--- src/rtl/activation_pack.sv ---
// Activation + int8 packing stage.
// Applies identity / ReLU / leaky-ReLU to each normalized 32-bit sample,
// saturates it to int8, packs four lanes per 32-bit word and buffers
// completed (or flushed partial) words in a first-word-fall-through FIFO.
//
// Ports:
//   clk        clock, all state on rising edge
//   reset      asynchronous active-high reset
//   valid_in   data_in valid this cycle (upstream cannot stall)
//   data_in    signed 32-bit normalized sample
//   act_mode   0 identity, 1 ReLU, 2 leaky ReLU, 3 identity
//   flush      emit the partially filled word (if any)
//   out_valid  FIFO non-empty; out_data/out_bytes hold the head word
//   out_ready  consumer accepts the head word
//   out_data   packed lanes, lane 0 in [7:0]
//   out_bytes  valid lanes in out_data, 1..4
//   overflow   sticky: a word was dropped because the FIFO was full
module activation_pack #(
  parameter int unsigned FIFO_DEPTH = 4
) (
  input  logic               clk,
  input  logic               reset,
  input  logic               valid_in,
  input  logic signed [31:0] data_in,
  input  logic [1:0]         act_mode,
  input  logic               flush,
  output logic               out_valid,
  input  logic               out_ready,
  output logic [31:0]        out_data,
  output logic [2:0]         out_bytes,
  output logic               overflow
);

  localparam int unsigned AW = $clog2(FIFO_DEPTH);
  localparam int unsigned CW = AW + 1;
  localparam logic [CW-1:0] DepthC = CW'(FIFO_DEPTH);

  // Activation and saturation
  logic signed [31:0] act_val;
  logic [7:0]         lane_byte;

  always_comb begin
    act_val = data_in;
    unique case (act_mode)
      2'd1:    act_val = data_in[31] ? 32'sd0 : data_in;
      2'd2:    act_val = data_in[31] ? (data_in >>> 3) : data_in;
      default: act_val = data_in;
    endcase
    if (act_val > 32'sd127) begin
      lane_byte = 8'h7f;
    end else if (act_val < -32'sd128) begin
      lane_byte = 8'h80;
    end else begin
      lane_byte = act_val[7:0];
    end
  end

  // Lane packing
  logic [1:0]  lane_ptr_q, lane_ptr_d;
  logic [31:0] pack_q, pack_d;
  logic [31:0] word_new;
  logic        push;
  logic [2:0]  push_bytes;

  always_comb begin
    word_new   = pack_q;
    lane_ptr_d = lane_ptr_q;
    pack_d     = pack_q;
    push       = 1'b0;
    push_bytes = 3'd0;
    if (valid_in) begin
      word_new[{lane_ptr_q, 3'b000} +: 8] = lane_byte;
      if (lane_ptr_q == 2'd3 || flush) begin
        // New byte is included before the word leaves
        push       = 1'b1;
        push_bytes = {1'b0, lane_ptr_q} + 3'd1;
        lane_ptr_d = 2'd0;
        pack_d     = '0;
      end else begin
        lane_ptr_d = lane_ptr_q + 2'd1;
        pack_d     = word_new;
      end
    end else if (flush && lane_ptr_q != 2'd0) begin
      push       = 1'b1;
      push_bytes = {1'b0, lane_ptr_q};
      lane_ptr_d = 2'd0;
      pack_d     = '0;
    end
  end

  always_ff @(posedge clk or posedge reset) begin
    if (reset) begin
      lane_ptr_q <= 2'd0;
      pack_q     <= '0;
    end else begin
      lane_ptr_q <= lane_ptr_d;
      pack_q     <= pack_d;
    end
  end

  // FWFT FIFO
  logic [34:0]   mem_q [FIFO_DEPTH];
  logic [AW-1:0] wr_ptr_q, rd_ptr_q;
  logic [CW-1:0] count_q;
  logic          full, pop, wr_en;
  logic          overflow_q;

  assign full  = (count_q == DepthC);
  assign pop   = out_valid & out_ready;
  // A pop frees the head slot at the same edge, so a full FIFO still accepts
  assign wr_en = push & (~full | pop);

  always_ff @(posedge clk) begin
    if (wr_en) begin
      mem_q[wr_ptr_q] <= {push_bytes, word_new};
    end
  end

  always_ff @(posedge clk or posedge reset) begin
    if (reset) begin
      wr_ptr_q   <= '0;
      rd_ptr_q   <= '0;
      count_q    <= '0;
      overflow_q <= 1'b0;
    end else begin
      if (wr_en) begin
        wr_ptr_q <= wr_ptr_q + AW'(1);
      end
      if (pop) begin
        rd_ptr_q <= rd_ptr_q + AW'(1);
      end
      if (wr_en && !pop) begin
        count_q <= count_q + CW'(1);
      end else if (!wr_en && pop) begin
        count_q <= count_q - CW'(1);
      end
      if (push && !wr_en) begin
        overflow_q <= 1'b1;
      end
    end
  end

  // Outputs gated by occupancy so reset forces them to zero immediately
  always_comb begin
    out_valid = (count_q != '0);
    out_data  = out_valid ? mem_q[rd_ptr_q][31:0]  : 32'd0;
    out_bytes = out_valid ? mem_q[rd_ptr_q][34:32] : 3'd0;
    overflow  = overflow_q;
  end

endmodule

--- config.mk ---
export PLATFORM = sky130hd
export DESIGN_NAME = activation_pack
export DESIGN_NICKNAME = d
export VERILOG_FILES = /design/src/rtl/activation_pack.sv
export SDC_FILE = /design/constraint.sdc
export NUM_CORES = 1
export LEC_CHECK = 0
export CAP_MARGIN = 40
export CORE_MARGIN = 4
export CORE_UTILIZATION = 45
export DETAILED_ROUTE_END_ITERATION = 12
export GPL_TIMING_DRIVEN = 0
export HOLD_SLACK_MARGIN = 0.08
export SLEW_MARGIN = 10
export SYNTH_ARGS = -nofsm -noshare
export SYNTH_HDL_FRONTEND = slang
export SYNTH_SLANG_ARGS = --single-unit
export TNS_END_PERCENT = 100
--- constraint.sdc ---
create_clock -name clk -period 6.49 [get_ports clk]
set_input_delay 0.649 -clock clk [delete_from_list [all_inputs] [get_ports clk]]
set_output_delay 0.649 -clock clk [all_outputs]
set_load 0.1 [all_outputs]
* After elaboration in Yosys (flattened, before gate mapping)
Memory sizes are Yosys's and may differ from the RTL's. Index checks and enable logic that the tools add are counted.
Operators by class: add/subtract/negate cells 7, magnitude comparators 2, eq/ne operators 4, shift-type cells 2, muxes and demuxes 25, bitwise gates (word level) 4, reduce and logical (&&, ||, !) cells 11
Operators with widths (number):
- $mux 32 | 6
- $pmux 32 s2 | 1
- $bwmux 32 | 1
- $gt 32x8->1 const B | 1
- $lt 32x8->1 const B | 1
- $shift 8x7->32 const A | 1
- $shiftx 8x7->32 | 1
- $mux 31 | 1
- $mux 8 | 2
- $mux 3 | 5
- $mux 2 | 4
- $neg 5->7 | 1
- $add 2x1->2 const B | 3
- $reduce_bool 2->1 | 3
- $mux 1 | 5
- $eq 2x2->1 const B | 2
- $logic_and 1x1->1 | 4
- $add 2x1->3 const B | 1
- $add 3x1->3 const B | 1
- $eq 3x3->1 const B | 1
- $reduce_bool 3->1 | 1
- $sub 3x1->3 const B | 1
- $and 1x1->1 | 2
- $eq 2x1->1 const B | 1
- other kinds (4) | 5
Storage, ports and cells: flip-flop bits (word level) 42, memory bits (writable) 140, bits of input ports 39, word-level logic and storage cells 62, memories 1
Memories:
- mem_q | words 4, width 35, rd ports 1, clocked after memory_dff 0, wr ports 1, RTL line 102 | logic [34:0] mem_q [FIFO_DEPTH];

* Logic depth before layout (Yosys ltp)
Gate-level depths: netlist of run 1.
depth in word-level cells 9, gate-level depth with buffers 12, gate-level depth less buffers 11

* Worst setup path before layout of run 1
Ideal clock, no wire load.
path kind reg-to-output, start register count_q[0], end output port out_bytes[0], data arrival time 2.375 ns, required time 5.841 ns, path slack 3.466 ns, stages on the path, launching flop included 4, buffers on the path 1, path through dfrtp_1 -> or3_1 -> clkbuf_1 -> and2_1
Between the ends: word-level cells in the longest chain between the ends 2
RTL lines:
- start, declared | RTL line 104 | logic [CW-1:0] count_q;
- start signal, assigned | RTL line 133 | count_q <= count_q + CW'(1);
- start signal, assigned | RTL line 135 | count_q <= count_q - CW'(1);
- $reduce_bool 3->1 | RTL line 145 | out_valid = (count_q != '0);
- net out_valid | RTL line 27 | output logic out_valid,
- $mux 3 | RTL line 147 | out_bytes = out_valid ? mem_q[rd_ptr_q][34:32] : 3'd0;
- end, declared | RTL line 30 | output logic [2:0] out_bytes,
The timed path passes the listed nets, and every way through them passes these cells.

* Final worst setup path of run 1
start input port act_mode[0], end memory mem_q[2][11], data pin
Between the ends: word-level cells in the longest chain between the ends 8, elaborated cells between the ends (all ways) 10, classes of those cells order compare: 2; eq/ne: 2; shift: 1; mux: 5
RTL lines:
- start, declared | RTL line 25 | input logic [1:0] act_mode,
- $eq 2x2->1 or $eq 2x1->1 (tied branches) | RTL line 44 | unique case (act_mode)
- $pmux 32 s2 * | RTL line 44
- $lt 32x8->1 | RTL line 51 | end else if (act_val < -32'sd128) begin
- $mux 8 | RTL line 51
- $mux 8 * | RTL line 49 | if (act_val > 32'sd127) begin
- $shiftx 8x7->32 * | RTL line 72 | word_new[{lane_ptr_q, 3'b000} +: 8] = lane_byte;
- $bwmux 32 * | RTL line 72
- $mux 32 * | RTL line 71 | if (valid_in) begin
- net word_new[11] | RTL line 61 | logic [31:0] word_new;
- end, declared | RTL line 102
The timed path passes the listed nets; every way through them passes the cells marked *.

==> results_dict.tcl, run 1 <==
set metrics [dict create \
    status "completed" \
    setup_viol 0 \
    synth_edf_count 140 \
    core_um2 18900 \
    async_flop_share_pct 23.1 \
    port_buffers 74 \
    wl_per_cell_um 21.6 \
    rsz0062_at_grt "false" \
    overflow 0 \
    viasPerCell 5.77 \
    setup_tns_ns 0 \
    cts_hold_buf 0 \
    htreeDepth 4 \
    fin_crit_sh_pct 64.5 \
    grt_antenna_before_repair 0 \
    max-clock-path-buffers 2 \
    cts_tree "yes" \
    num_antenna_cells 0 \
    clockRootBuffer "clkbuf_16" \
    cts.clk_slew.worst_paths_ns 0.07 \
    syn_to_final_growth_pct 26.9 \
    seq_area_frac_synth_pct 60.0 \
    finalCriticalPeriod_ns 4.18 \
    die_w_um 147 \
    start_kind "input pin" \
    cap_violations 0 \
    synthFlopType "edfxtp_1" \
    io_pins 76 \
    route.detailed.drc 0 \
    yosysTopAreaCellShare_pct 48.0 \
    postRouteAntennaNets 0 \
    yosys.area.top_type "edfxtp_1" \
    place_area_um2 10500 \
    hold_viol 0 \
    slew_headroom_pct 38.2 \
    nNetsFinal 866 \
    cp-end-kind "register" \
    synth_area_um2 8750 \
    p_per_area_nw_per_um2 520 \
    cts_setup_buffers 0 \
    synth_seq_cells 182 \
    drt_iter0_markers 708 \
    cts_resized 0 \
    clk_latency_ns 0.43 \
    clock_sinks 182 \
    dr.pass1.iters 5 \
    finalInstanceArea_um2 11100 \
    wl_mm 23.5 \
    pre_cts_slack_ns 2.08 \
    gp_congestion 0.926 \
    synth_warnings 0 \
    whs_ns 0.457 \
    drive_gt1_share_pct 16.7 \
    netlist_top_cells_area "edfxtp_1, dfrtp_1, mux4_2, o211ai_1, nand2_1" \
    power.leakage_nw 3.95 \
    hpwl_mm 16.8 \
    yosysUniqueCellTypes 54 \
    dp_cells 1053 \
    crit_type "input pin to register" \
    numCtsBuffers 17 \
    grt_pass1_vias 6461 \
    syn_avg_cell_area_um2 13.0 \
    fin_ws_ns 2.31 \
    power_mw 5.77 \
    start_util_pct 46.3 \
    route.vias.total 6261 \
    grt_start_max_net_pins 35 \
    crit_arrival_ns 4.29 \
    critPathMaxFanout 10 \
    hp-class "input pin to async pin" \
    fmax_ghz 0.239 \
    die_y_um 147 \
    syn_inst 675 \
    die_area_um2 21700 \
    slew_viol_final 0 \
    post-route-util_pct 58.8 \
    grt.total_usage_pct 22.3 \
    final_cells 1085 \
    grt_pass1_wl_mm 37.1 \
    syn-num-nets 729 \
    worst_clock_skew_ns 0.0136 \
    irDropWorstVdd_v 0.000332 \
    crit_required_ns 6.59 \
    row_count 50 \
    tightest_slew_ns 0.901 \
]
==> cells in the final DEF (no fill, tap or decap), types with 3 or more instances in the layout <==
| master | synthesis | layout |
|---|---|---|
| edfxtp_1 | 140 | 140 |
| nand2_1 | 103 | 103 |
| clkdlybuf4s50_1 | 0 | 74 |
| o211ai_1 | 58 | 58 |
| dfrtp_1 | 42 | 42 |
| and2_1 | 44 | 40 |
| buf_8 | 0 | 36 |
| mux4_2 | 35 | 35 |
| o21ai_0 | 33 | 33 |
| nand3_1 | 32 | 32 |
| nor2_1 | 28 | 28 |
| clkbuf_1 | 18 | 19 |
| clkbuf_16 | 0 | 17 |
| ha_1 | 14 | 14 |
| inv_1 | 14 | 13 |
| buf_2 | 9 | 10 |
| a21oi_1 | 9 | 9 |
| nor4_1 | 8 | 8 |
| mux2i_1 | 7 | 7 |
| a22o_1 | 7 | 7 |
| nor3_1 | 6 | 6 |
| nor2b_1 | 5 | 5 |
| o22ai_1 | 5 | 5 |
| buf_12 | 0 | 5 |
| nand2b_1 | 4 | 4 |
| and3_1 | 4 | 4 |
| buf_6 | 4 | 4 |
| and2_2 | 0 | 4 |
| xnor2_1 | 4 | 4 |
| nand4_1 | 3 | 3 |
| or3_1 | 3 | 3 |
| inv_6 | 0 | 3 |
| clkinvlp_4 | 0 | 3 |
==> routing by layer <==
metal	GRT usage [%]	vias to the layer above	wire length (um)
met5	0	-	0
met4	8.48	0	739
met3	3.16	59	1350
met2	36.0	227	11200
met1	31.1	3117	10200
li1	-	2858	-
==> cells by family (layout without fill, tap and decap cells) <==
kind of cell,Yosys count,after routing,synth area share [%]
simple gates,256,256,14.7
flops,182,182,60.0
compound gates,128,128,10.1
buf+inv,45,195,2.40
mux,43,43,9.94
fa+ha+maj,15,15,2.23
xor+xnor,6,6,0.600
==> state kept, by name (all words and copies together) (netlist names) <==
name	flops
mem_q	140
pack_q	32
count_q	3
lane_ptr_q	2
rd_ptr_q	2
wr_ptr_q	2
overflow	1
==> critical path, cell delays in order <==
cell and delay, ns:
clkdlybuf4s50_1 0.48, inv_1 0.06, ha_1 0.36, nand2b_1 0.12
buf_2 0.25, buf_2 0.27, mux2i_1 0.78, nor2_1 0.33
nor2_1 0.65, o211ai_1 0.33
==> report_power, final <==
part / total (mW) / internal, mW / switching [mW]
Sequential: 1.53 / 1.47 / 0.0584
Combinational: 3.20 / 1.20 / 2.00
Clock: 1.04 / 0.578 / 0.458
==> Yosys cell counts, types with 3 or more instances <==
master / instances
o21ai_0: 33
inv_1: 14
mux2i_1: 7
nand4_1: 3
clkbuf_1: 18
buf_6: 4
dfrtp_1: 42
mux4_2: 35
nand2_1: 103
nor4_1: 8
ha_1: 14
nand2b_1: 4
xnor2_1: 4
nor3_1: 6
nor2b_1: 5
edfxtp_1: 140
o211ai_1: 58
o22ai_1: 5
or3_1: 3
buf_2: 9
and2_1: 44
a21oi_1: 9
and3_1: 4
a22o_1: 7
nor2_1: 28
nand3_1: 32
==> layout make-up <==
type	instances	area [um2]
Fill cell	1544	7790
Sequential cell	182	5260
Multi-Input combinational cell	448	3290
Timing Repair Buffer	118	1430
Clock buffer	18	429
Tap cell	260	325
Clock inverter	14	166
Buffer	31	158
Inverter	14	52.6
==> worst paths after layout <==
path | cells past startpoint | from | end | slack [ns]
max | 10 | act_mode[0] | mem_q[2][11] | 2.31
min | 2 | reset | wr_ptr_q[0] | 0.46
max reg2reg | 12 | lane_ptr_q[0] | count_q[2] | 3.15
min reg2reg | 1 | overflow | overflow | 0.46
max in group asynchronous | 3 | reset | pack_q[29] | 5.54
min in group clk | 1 | overflow | overflow | 0.46
Power figures use the tool's default switching activity.
==> run 2, diff against run 1 <==
--- a/config.mk
+++ b/config.mk
@@ -11,6 +11,7 @@
 export DETAILED_ROUTE_END_ITERATION = 12
 export GPL_TIMING_DRIVEN = 0
 export HOLD_SLACK_MARGIN = 0.08
+export PLACE_DENSITY = 0.67
 export SLEW_MARGIN = 10
 export SYNTH_ARGS = -nofsm -noshare
 export SYNTH_HDL_FRONTEND = slang
==> constraint.sdc (replaced) <==
create_clock -name clk -period 3.4 [get_ports clk]
set_input_delay 0.34 -clock clk [delete_from_list [all_inputs] [get_ports clk]]
set_output_delay 0.34 -clock clk [all_outputs]
set_load 0.1 [all_outputs]
==> run 2 against run 1 <==
  * Count of clock-buffer cells in the layout rose by 6
  * Utilization rose by 0.36 points
  * Highest routed layer unchanged
  * Largest cell class unchanged
  * Clock skew fell by 0.0042 ns
  * Sequential power increased by 91%
  * Final area is 0.62% higher
  * Die area stayed put
  * Non-clock buffer count is 1 lower
  * Critical path depth decreased by 1
==> results_dict.tcl, run 2 (same netlist as run 1, synthesis figures left out) <==
set metrics [dict create \
    pre_cts_slack_ns -0.652 \
    p_per_area_nw_per_um2 994 \
    core_um2 18900 \
    nNetsFinal 865 \
    status "completed" \
    hold_viol 0 \
    clk_latency_ns 0.43 \
    power.leakage_nw 3.96 \
    num_antenna_cells 0 \
    clockRootBuffer "clkbuf_16" \
    fin_ws_ns 0.0117 \
    die_w_um 147 \
    crit_required_ns 3.51 \
    port_buffers 74 \
    slew_headroom_pct 39.1 \
    syn_to_final_growth_pct 27.6 \
    viasPerCell 5.74 \
    hp-class "input pin to async pin" \
    setup_tns_ns 0 \
    dp_cells 1053 \
    slew_viol_final 0 \
    whs_ns 0.146 \
    power_mw 11.1 \
    dr.pass1.iters 6 \
    worst_clock_skew_ns 0.00941 \
    layout_commonest_cell "edfxtp_1" \
    drive_gt1_share_pct 17.7 \
    max-clock-path-buffers 2 \
    cts_hold_buf 0 \
    start_kind "input pin" \
    crit_arrival_ns 3.50 \
    largestRegisters "mem_q (140), pack_q (32), count_q (3)" \
    finalCriticalPeriod_ns 3.39 \
    largest_register_ffs 140 \
    route.detailed.drc 0 \
    hpwl_mm 16.2 \
    irDropWorstVdd_v 0.000512 \
    fin_crit_sh_pct 99.7 \
    cts_tree "yes" \
    die_y_um 147 \
    die_area_um2 21700 \
    final_cells 1084 \
    critPathMaxFanout 10 \
    cap_violations 0 \
    cp-end-kind "register" \
    largest_register "mem_q" \
    wl_mm 22.7 \
    crit_type "input pin to register" \
    cts_setup_buffers 0 \
    numCtsBuffers 17 \
    postRouteAntennaNets 0 \
    layout_common_cells "edfxtp_1, nand2_1, clkdlybuf4s50_1, o211ai_1, dfrtp_1" \
    rsz0062_at_grt "true" \
    grt.total_usage_pct 21.4 \
    htreeDepth 4 \
    route.vias.total 6222 \
    clock_sinks 182 \
    grt_pass1_vias 6353 \
    row_count 50 \
    grt_antenna_before_repair 0 \
    wl_per_cell_um 21.0 \
    fmax_ghz 0.295 \
    grt_pass1_wl_mm 35.8 \
    grt_start_max_net_pins 35 \
    tightest_slew_ns 0.905 \
    start_util_pct 46.3 \
    cts.clk_slew.worst_paths_ns 0.07 \
    overflow 0 \
    drt_iter0_markers 592 \
    io_pins 76 \
    setup_viol 0 \
    cts_resized 5 \
    gp_congestion 0.928 \
]
run 2: cell count changes in the layout (fill, tap and decap cells not counted), moves of 2 or more:
cell | previous run | this run
inv_6 | 3 | 0
nor2_1 | 28 | 24
mux2i_2 | 0 | 5
mux2i_1 | 7 | 2
clkbuf_8 | 0 | 2
clkbuf_2 | 0 | 3
bufinv_16 | 2 | 4
inv_8 | 2 | 0
nor2_2 | 0 | 4
run 2: final cells by class:
type / instances / area [um2]
inverter: 14 / 52.6
clock buffer: 24 / 472
multi-input combinational: 448 / 3320
clock inverter: 8 / 149
tap: 260 / 325
buffer: 30 / 160
sequential: 182 / 5260
fill: 1498 / 7720
timing repair buffer: 118 / 1440
run 2: path summary, 6_finish.rpt:
| kind | from | end | slack, ns | cells past startpoint |
|---|---|---|---|---|
| max reg2reg | lane_ptr_q[0] | mem_q[1][29] | 0.29 | 5 |
| min reg2reg | overflow | overflow | 0.46 | 1 |
| min in group clk | valid_in | lane_ptr_q[0] | 0.41 | 3 |
| max in group asynchronous | reset | pack_q[17] | 2.78 | 3 |
| max | act_mode[0] | mem_q[0][8] | 0.01 | 9 |
| min | reset | overflow | 0.15 | 2 |
run 2: power breakdown:
group / internal [mW] / switching (mW)
Sequential: 2.81 / 0.110
Clock: 1.27 / 0.800
Combinational: 2.32 / 3.79
Total: 6.40 / 4.70
run 2: metal layers:
metal	GRT usage, %	wire (um)	share of wire, %
met5	0	0	0
met4	7.18	497	2.2
met3	5.06	1550	6.8
met2	33.2	10700	47
met1	29.9	9940	44
run 2: per-stage QoR:
step                      area, um2  utilization (%)
after global placement         9820             52.0
after floorplan                8750                -
final                         11200             59.1
after global routing          11200             59.1
after CTS                     11200             59.0
after detailed placement      10500             55.7
run 2: worst max-delay path, cell delays in order:
cell and delay, ns:
clkdlybuf4s50_1 0.51, inv_1 0.07, ha_1 0.37, nand2b_1 0.12
buf_2 0.27, mux2i_1 0.75, nor2_1 0.29, nor2_1 0.49
o211ai_1 0.29
==> run 3, diff against run 2 <==
--- a/config.mk
+++ b/config.mk
@@ -11,7 +11,7 @@
 export DETAILED_ROUTE_END_ITERATION = 12
 export GPL_TIMING_DRIVEN = 0
 export HOLD_SLACK_MARGIN = 0.08
-export PLACE_DENSITY = 0.67
+export PLACE_DENSITY = 0.68
 export SLEW_MARGIN = 10
 export SYNTH_ARGS = -nofsm -noshare
 export SYNTH_HDL_FRONTEND = slang
==> run 3 against run 2 <==
  * Flip-flop and latch count did not move
  * Sequential power is essentially flat
  * Hold slack gained 0.0081 ns
  * Critical path type unchanged
  * Highest routed layer unchanged
==> results_dict.tcl, run 3 (same netlist as run 1, synthesis figures left out) <==
set metrics [dict create \
    status "completed" \
    largest_register "mem_q" \
    die_w_um 147 \
    start_kind "input pin" \
    critPathMaxFanout 10 \
    core_um2 18900 \
    final_cells 1084 \
    crit_path_top_delay_cell "mux2i_1" \
    hp-class "input pin to async pin" \
    finalCriticalPeriod_ns 3.31 \
    num_antenna_cells 0 \
    syn_to_final_growth_pct 27.2 \
    power.leakage_nw 3.94 \
    crit_required_ns 3.50 \
    worst_clock_skew_ns 0.0105 \
    cp-end-kind "register" \
    fmax_ghz 0.302 \
    drive_gt1_share_pct 18.0 \
    wl_mm 23.2 \
    numCtsBuffers 17 \
    overflow 0 \
    tightest_slew_ns 0.854 \
    route.detailed.drc 0 \
    max-clock-path-buffers 2 \
    layout_common_cells "edfxtp_1, nand2_1, clkdlybuf4s50_1, o211ai_1, dfrtp_1" \
    slew_viol_final 0 \
    critPathMaxStageDelay_ns 0.72 \
    slew_headroom_pct 42.6 \
    cap_violations 0 \
    hold_viol 0 \
    crit_arrival_ns 3.41 \
    crit_top_cell "nor2_1" \
    irDropWorstVdd_v 0.000567 \
    die_area_um2 21700 \
    dr.pass1.iters 5 \
    cts.clk_slew.worst_paths_ns 0.07 \
    fillCellCount 1502 \
    nNetsFinal 865 \
    wl_per_cell_um 21.4 \
    postRouteAntennaNets 0 \
    drt_iter0_markers 741 \
    clockRootBuffer "clkbuf_16" \
    setup_viol 0 \
    row_count 50 \
    largest_register_ffs 140 \
    htreeDepth 4 \
    cts_tree "yes" \
    crit_type "input pin to register" \
    port_buffers 74 \
    grt_pass1_wl_mm 36.5 \
    hpwl_mm 16.4 \
    route.vias.total 6380 \
    dp_cells 1053 \
    largestRegisters "mem_q (140), pack_q (32), count_q (3)" \
    p_per_area_nw_per_um2 985 \
    grt_antenna_before_repair 0 \
    gp_congestion 0.927 \
    viasPerCell 5.89 \
    post-route-util_pct 58.9 \
    grt.total_usage_pct 21.7 \
    clock_sinks 182 \
    grt_pass1_vias 6488 \
    layout_commonest_cell "edfxtp_1" \
    die_y_um 147 \
    crit_chain "clkdlybuf4s50_1 > inv_1 > ha_1 > nand2b_1 > buf_2 > mux2i_1 > nor2_1 > nor2_1 > o211ai_1" \
    grt_start_max_net_pins 35 \
    fin_crit_sh_pct 97.3 \
    io_pins 76 \
    clk_latency_ns 0.42 \
    start_util_pct 46.3 \
    cts_setup_buffers 0 \
]
-- run 3: cell count changes in the layout (fill, tap and decap cells not counted), sizes merged --
cell | previous run | this run
bufinv | 4 | 2
clkbuf | 42 | 36
clkinv | 2 | 6
clkinvlp | 2 | 1
inv | 14 | 19
-- run 3: worst paths after layout --
check / start / end / slack [ns] / depth (start not counted)
min: reset / overflow / 0.15 / 2
min in group clk: valid_in / lane_ptr_q[0] / 0.44 / 3
max in group asynchronous: reset / pack_q[11] / 2.77 / 3
min reg2reg: overflow / overflow / 0.48 / 1
max reg2reg: lane_ptr_q[0] / count_q[2] / 0.30 / 12
max: act_mode[0] / mem_q[0][22] / 0.09 / 9
-- run 3: worst max-delay path, delay by kind of cell --
family                     cells  cell delay [ns]
muxes                          1             0.72
adders and majority gates      1             0.36
and+or+nand+nor                3             0.84
buffers and inverters          3             0.82
AOI/OAI and AO/OA              1             0.31
-- run 3: layout make-up --
type / instances / area (um2) / area share [%]
plain buffers: 30 / 160 / 1.44
clock buffers: 18 / 429 / 3.85
clock inverters: 14 / 148 / 1.33
inverters: 14 / 52.6 / 0.472
multi-input cells: 448 / 3340 / 30.0
flip-flops and latches: 182 / 5260 / 47.2
well taps: 260 / 325 / 2.92
repair buffers: 118 / 1430 / 12.8
-- run 3: power breakdown --
part           switching [mW]  internal (mW)  total (mW)
clock network           0.847           1.09        1.94
logic                    3.80           2.31        6.11
registers               0.114           2.81        2.92
-- run 3: through the flow --
step | setup TNS (ns) | cell area (um2) | worst slack (ns) | total power, mW | hold WS (ns)
finish | 0 | 11100 | 0.0908 | 11.0 | 0.154
global route | -0.0263 | 11100 | -0.00354 | 11.4 | 0.161
CTS | 0 | 11100 | 0.0322 | 11.1 | 0.153
detailed placement | -41.71 | 10500 | -0.786 | 9.13 | 0.471
global placement | -107.87 | 9820 | -0.746 | 7.88 | 0.446
floorplan | 0 | 8750 | 0.427 | 6.79 | 0.449
-- run 3: metal layers --
layer | wire length (um) | GRT usage (%)
met4 | 495 | 7.36
met2 | 11200 | 33.9
met5 | 0 | 0
met3 | 1720 | 4.51
met1 | 9770 | 30.6
-- run 3: repair_timing --
item / in CTS / in global routing
hold buffers: 0 / 0
cloned: 0 / 0
resized for setup: 7 / 8
setup endpoints to repair: 57 / 75
==> RTL change 1, RTL diff (settings of run 2) <==
Change the parameter `FIFO_DEPTH` from 4 to 8.
--- a/src/rtl/activation_pack.sv
+++ b/src/rtl/activation_pack.sv
@@ -18,3 +18,3 @@
 module activation_pack #(
-  parameter int unsigned FIFO_DEPTH = 4
+  parameter int unsigned FIFO_DEPTH = 8
 ) (
Formal check against the unedited RTL: not equivalent (a bounded check fails within 10 cycles, from zero or initial values and one cycle with reset high).
==> RTL change 1 against run 2 <==
  * Total power up 56%
  * Routed wire length up 37%
  * Combinational power up 38%
  * Sequential cell count up 143
  * Clock skew up 0.0067 ns
  * Synthesized cell count up 17%
  * Synthesized area up 56%
  * Cell area up 54%
  * Setup slack better by 0.11 ns
  * Global-route usage down 2.4 points
  * Critical path depth down 2
  * Non-clock buffer count up 45
  * Largest cell class unchanged
  * Highest routed layer unchanged
==> RTL change 1: results (changes against run 2) <==
status:
  outcome: "finished, final reports clean"
placement:
  hpwl_um: 21400  # +32%
  gp_congestion: 0.876  # -5.6%
  place_ws_ns: -0.431  # +0.220 ns
layout:
  drive_above_1_share_pct: 25.9  # +8.2 points
  top_regs: "mem_q (280), pack_q (32), count_q (4)"
  fillCellCount: 2335  # +56%
logic_synthesis:
  synth.top_cells.by_count: "280 x edfxtp_1, 77 x nand2_1, 70 x mux4_2, 45 x dfrtp_1, 44 x nor2_1"
  async_reset_ff_share_pct: 13.8  # -9.2 points
  ys_seq_area_share_pct: 69.7  # +9.7 points
  synth_nets: 845  # +16%
  synth_edf_count: 280  # +100%
  synth_area_leaders: "edfxtp_1 61%, mux4_2 12%, dfrtp_1 8.2%"
power:
  peakVddDrop_mv: 0.785  # +53%
  p_sw_share_pct: 40.1  # -2.3 points
  p_leak_nw: 6.02  # +52%
worst_setup_path:
  ff2ff_setup_slack_ns: 0.20  # -0.09 ns
  critPathArrivalTime_ns: 2.94  # -0.56 ns
  critical_path.max_fanout: 9  # -1
  cp_top_family: "buffers and inverters"
  crit_path_max_incr_delay_ns: 0.51  # -0.24 ns
  cp_slowest_cell: "dfrtp_2"
cts:
  clockBufferDepth: 3  # +1
  htree_levels: 2  # -2
  cts_made_buffers: 34  # +17
  worstSkewPairLatency_ns: 0.52  # +0.09 ns
sta:
  finalClockSkew_ns: 0.0162  # +0.00674 ns
  relSlewSlack_pct: 37.9  # -1.2 points
  period_share_pct: 96.4  # -3.3 points
global_route:
  grt_pass1_wl_um: 48400  # +35%
  met1_usage_pct: 27.1  # -2.8 points
  grt_pass1_vias: 8202  # +29%
  track_usage_pct: 19.0  # -2.4 points
  met2_usage_pct: 31.2  # -2.0 points
  grt_use_met3_pct: 2.81  # -2.2 points
routing:
  dr.first_iter.drc_count: 787  # +33%
  wl_met1_um: 13500  # +36%
  wl_met3_um: 1780  # +14%
  vias_per_cell: 5.70  # -0.72%
  drt_pre_antenna_iters: 5  # -1
  dr_wl_met2_um: 15300  # +42%
  drt-total-wl_um: 31200  # +37%
RTL change 1: cell types whose count changed after synthesis, moves of 8 or more:
cell,change
a21oi_1,-8
a32oi_1,+14
and2_1,-37
edfxtp_1,+140
mux2_2,+9
mux2i_1,+28
mux4_2,+35
nand2_1,-26
nand3_1,-29
nor2_1,+16
o211ai_1,-16
o21ai_0,-17
o21ai_1,+11
RTL change 1: through the flow:
step | total power, mW | TNS, ns | instances | area [sq um]
finish | 17.3 | 0 | 1400 | 17200
detailed placement | 13.8 | -67.02 | 1326 | 16000
floorplan | 10.5 | -93.27 | 791 | 13700
CTS | 17.4 | 0 | 1385 | 17100
global route | 18.0 | -0.0363 | 1400 | 17200
global placement | 12.2 | -796.91 | 1255 | 14900
RTL change 1: area by class of cell:
| type | count | area (sq um) | area share, % |
|---|---|---|---|
| Sequential cell | 325 | 9540 | 55.4 |
| Multi-Input combinational cell | 417 | 4010 | 23.3 |
| Timing Repair Buffer | 160 | 1860 | 10.8 |
| Clock buffer | 44 | 910 | 5.28 |
| Tap cell | 390 | 488 | 2.83 |
| Buffer | 33 | 186 | 1.08 |
| Clock inverter | 18 | 180 | 1.05 |
| Inverter | 13 | 48.8 | 0.283 |
RTL change 1: timing repair:
| item | 4_1_cts | 5_1_grt |
|---|---|---|
| resized for setup | 19 | 9 |
| setup buffers | 0 | 14 |
| setup endpoints to repair | 92 | 215 |
| pin swaps | 0 | 18 |
RTL change 1: cell families (layout without fill, tap and decap cells):
family                   Yosys count  in the layout  share of synthesized area (%)
AO/OA/AOI/OAI                    110            110                           6.16
XOR/XNOR                           8              8                          0.513
adder cells (fa/ha/maj)           15             15                           1.43
buffers and inverters             49            268                           1.57
flip-flops                       325            325                           69.7
multiplexers                     115            115                           14.9
AND/OR/NAND/NOR                  169            169                           5.67
RTL change 1: worst paths after layout:
| path | startpoint | endpoint | depth (start not counted) |
|---|---|---|---|
| min in group clk | overflow$_DFFE_PP0P_ | overflow$_DFFE_PP0P_ | 1 |
| setup reg to reg | lane_ptr_q[0]$_DFFE_PP0P_ | count_q[3]$_DFFE_PP0P_ | 15 |
| hold / removal | reset | overflow$_DFFE_PP0P_ | 2 |
| hold reg to reg | overflow$_DFFE_PP0P_ | overflow$_DFFE_PP0P_ | 1 |
| max in group asynchronous | reset | pack_q[23]$_DFFE_PP0P_ | 3 |
| setup / recovery | rd_ptr_q[0]$_DFFE_PP0P_ | out_data[31] | 7 |
RTL change 1: power groups by stage:
stage               combinational, mW  sequential [mW]  clock, mW
detailed placement               8.54             5.22          0
finish                           8.43             5.21       3.63
global placement                 6.95             5.23          0
floorplan                        5.27             5.20          0
CTS                              8.50             5.22       3.70
global route                     8.85             5.26       3.86
==> RTL change 2, RTL diff (config.mk and constraints of run 2) <==
Without the edit above. Put a register stage on the output `overflow`, with the module's reset. The value now appears one clock later. The other outputs are not delayed to match.
--- a/src/rtl/activation_pack.sv
+++ b/src/rtl/activation_pack.sv
@@ -36,2 +36,4 @@
   localparam logic [CW-1:0] DepthC = CW'(FIFO_DEPTH);
+
+  logic overflow_d;
 
@@ -147,3 +149,11 @@
     out_bytes = out_valid ? mem_q[rd_ptr_q][34:32] : 3'd0;
-    overflow  = overflow_q;
+    overflow_d = overflow_q;
+  end
+
+  always_ff @(posedge clk or posedge reset) begin
+    if (reset) begin
+      overflow <= '0;
+    end else begin
+      overflow <= overflow_d;
+    end
   end
Behaviour: not the same (a bounded check fails within 10 cycles, from zero or initial values and one cycle with reset high).
==> RTL change 2 against run 2 <==
  * Cell area is 4.3% lower
  * Sequential cell count is 1 higher
  * Clock power is 3% lower
  * Setup slack better by 0.10 ns
  * Non-clock buffer count is 11 lower
  * Largest power group unchanged
  * Synthesized area is 4.3% lower
  * Routed wire length is 17% lower
  * Cell count is 13% lower
  * Via count is 13% lower
  * Total power is 2.0% lower
  * Fmax is 3.1% higher
==> RTL change 2: results (changes against run 2) <==
layout:
  multi_input_area_share_pct: 27.7  # -2.0 points
  seq-cell-share_pct: 49.4  # +2.3 points
  nonClkBufAreaFrac_pct: 14.2  # -0.086 points
  drive_above_1_share_pct: 22.1  # +4.4 points
  nets: 750  # -13%
  clock_area_share_pct: 5.63  # +0.073 points
  nClkBuffers: 18  # -25%
  n_all_buffers: 137  # -7.4%
  inverters: 11  # -3
global_route:
  grt_use_met3_pct: 4.70  # -0.36 points
  met1_usage_pct: 23.3  # -6.7 points
  grt_pass1_vias: 5634  # -11%
  track_usage_pct: 19.1  # -2.3 points
  grt_pass1_wl_um: 30100  # -16%
  met2_usage_pct: 32.1  # -1.2 points
worst_setup_path:
  timing.rr.end: "mem_q[3][21]$_DFFE_PP_"
  worst_r2r_path_depth: 8  # +3
  critPathArrivalTime_ns: 3.46  # -0.04 ns
  cp_top_family: "compound AO/OA/AOI/OAI gates"
status:
  outcome: "finished, final reports clean"
power:
  peakVddDrop_mv: 0.681  # +33%
  p_leak_nw: 3.80  # -3.8%
  intPower_mw: 6.24  # -2.6%
logic_synthesis:
  ys_seq_area_share_pct: 63.1  # +3.0 points
  synth_nets: 613  # -16%
  syn_inst: 559  # -17%
  synth.top_cells.by_count: "140 x edfxtp_1, 78 x nand2_1, 56 x o211ai_1, 43 x dfrtp_1, 40 x and2_1"
routing:
  dr.first_iter.drc_count: 436  # -26%
  vias: 5385  # -13%
  wl_met3_um: 1050  # -32%
  drt_pre_antenna_iters: 5  # -1
  wl_met1_um: 7590  # -24%
placement:
  placed_cells_incl_taps: 905  # -14%
  hpwl_um: 12900  # -21%
  port_buffers: 75  # +1.4%
cts:
  clock-sinks: 183  # +0.55%
  cts_resized: 4  # -1
sta:
  finalClockSkew_ns: 0.00674  # -0.00266 ns
  relSlewSlack_pct: 48.7  # +9.5 points
## RTL change 2: stage by stage
step,worst slack (ns),hold slack [ns]
3_5_place_dp,-0.304,0.385
3_3_place_gp,-0.329,0.371
2_1_floorplan,0.685,0.355
5_1_grt,0.00247,0.183
6_report,0.113,0.180
4_1_cts,0.0823,0.172
## RTL change 2: power groups by stage
stage | Combinational [mW] | Clock [mW] | Sequential [mW]
2_1_floorplan | 3.74 | 0 | 3.00
6_report | 5.94 | 2.00 | 2.95
4_1_cts | 6.00 | 2.02 | 2.95
5_1_grt | 6.19 | 2.12 | 2.98
3_5_place_dp | 5.99 | 0 | 2.99
3_3_place_gp | 4.84 | 0 | 2.99
## RTL change 2: kinds of logic after synthesis
kind of cell / Yosys count / share of synthesized area [%]
buffers and inverters: 30 / 1.60
AO/OA/AOI/OAI: 103 / 10.7
adder cells (fa/ha/maj): 15 / 2.33
multiplexers: 43 / 10.5
XOR/XNOR: 6 / 0.628
AND/OR/NAND/NOR: 179 / 11.2
flip-flops: 183 / 63.1
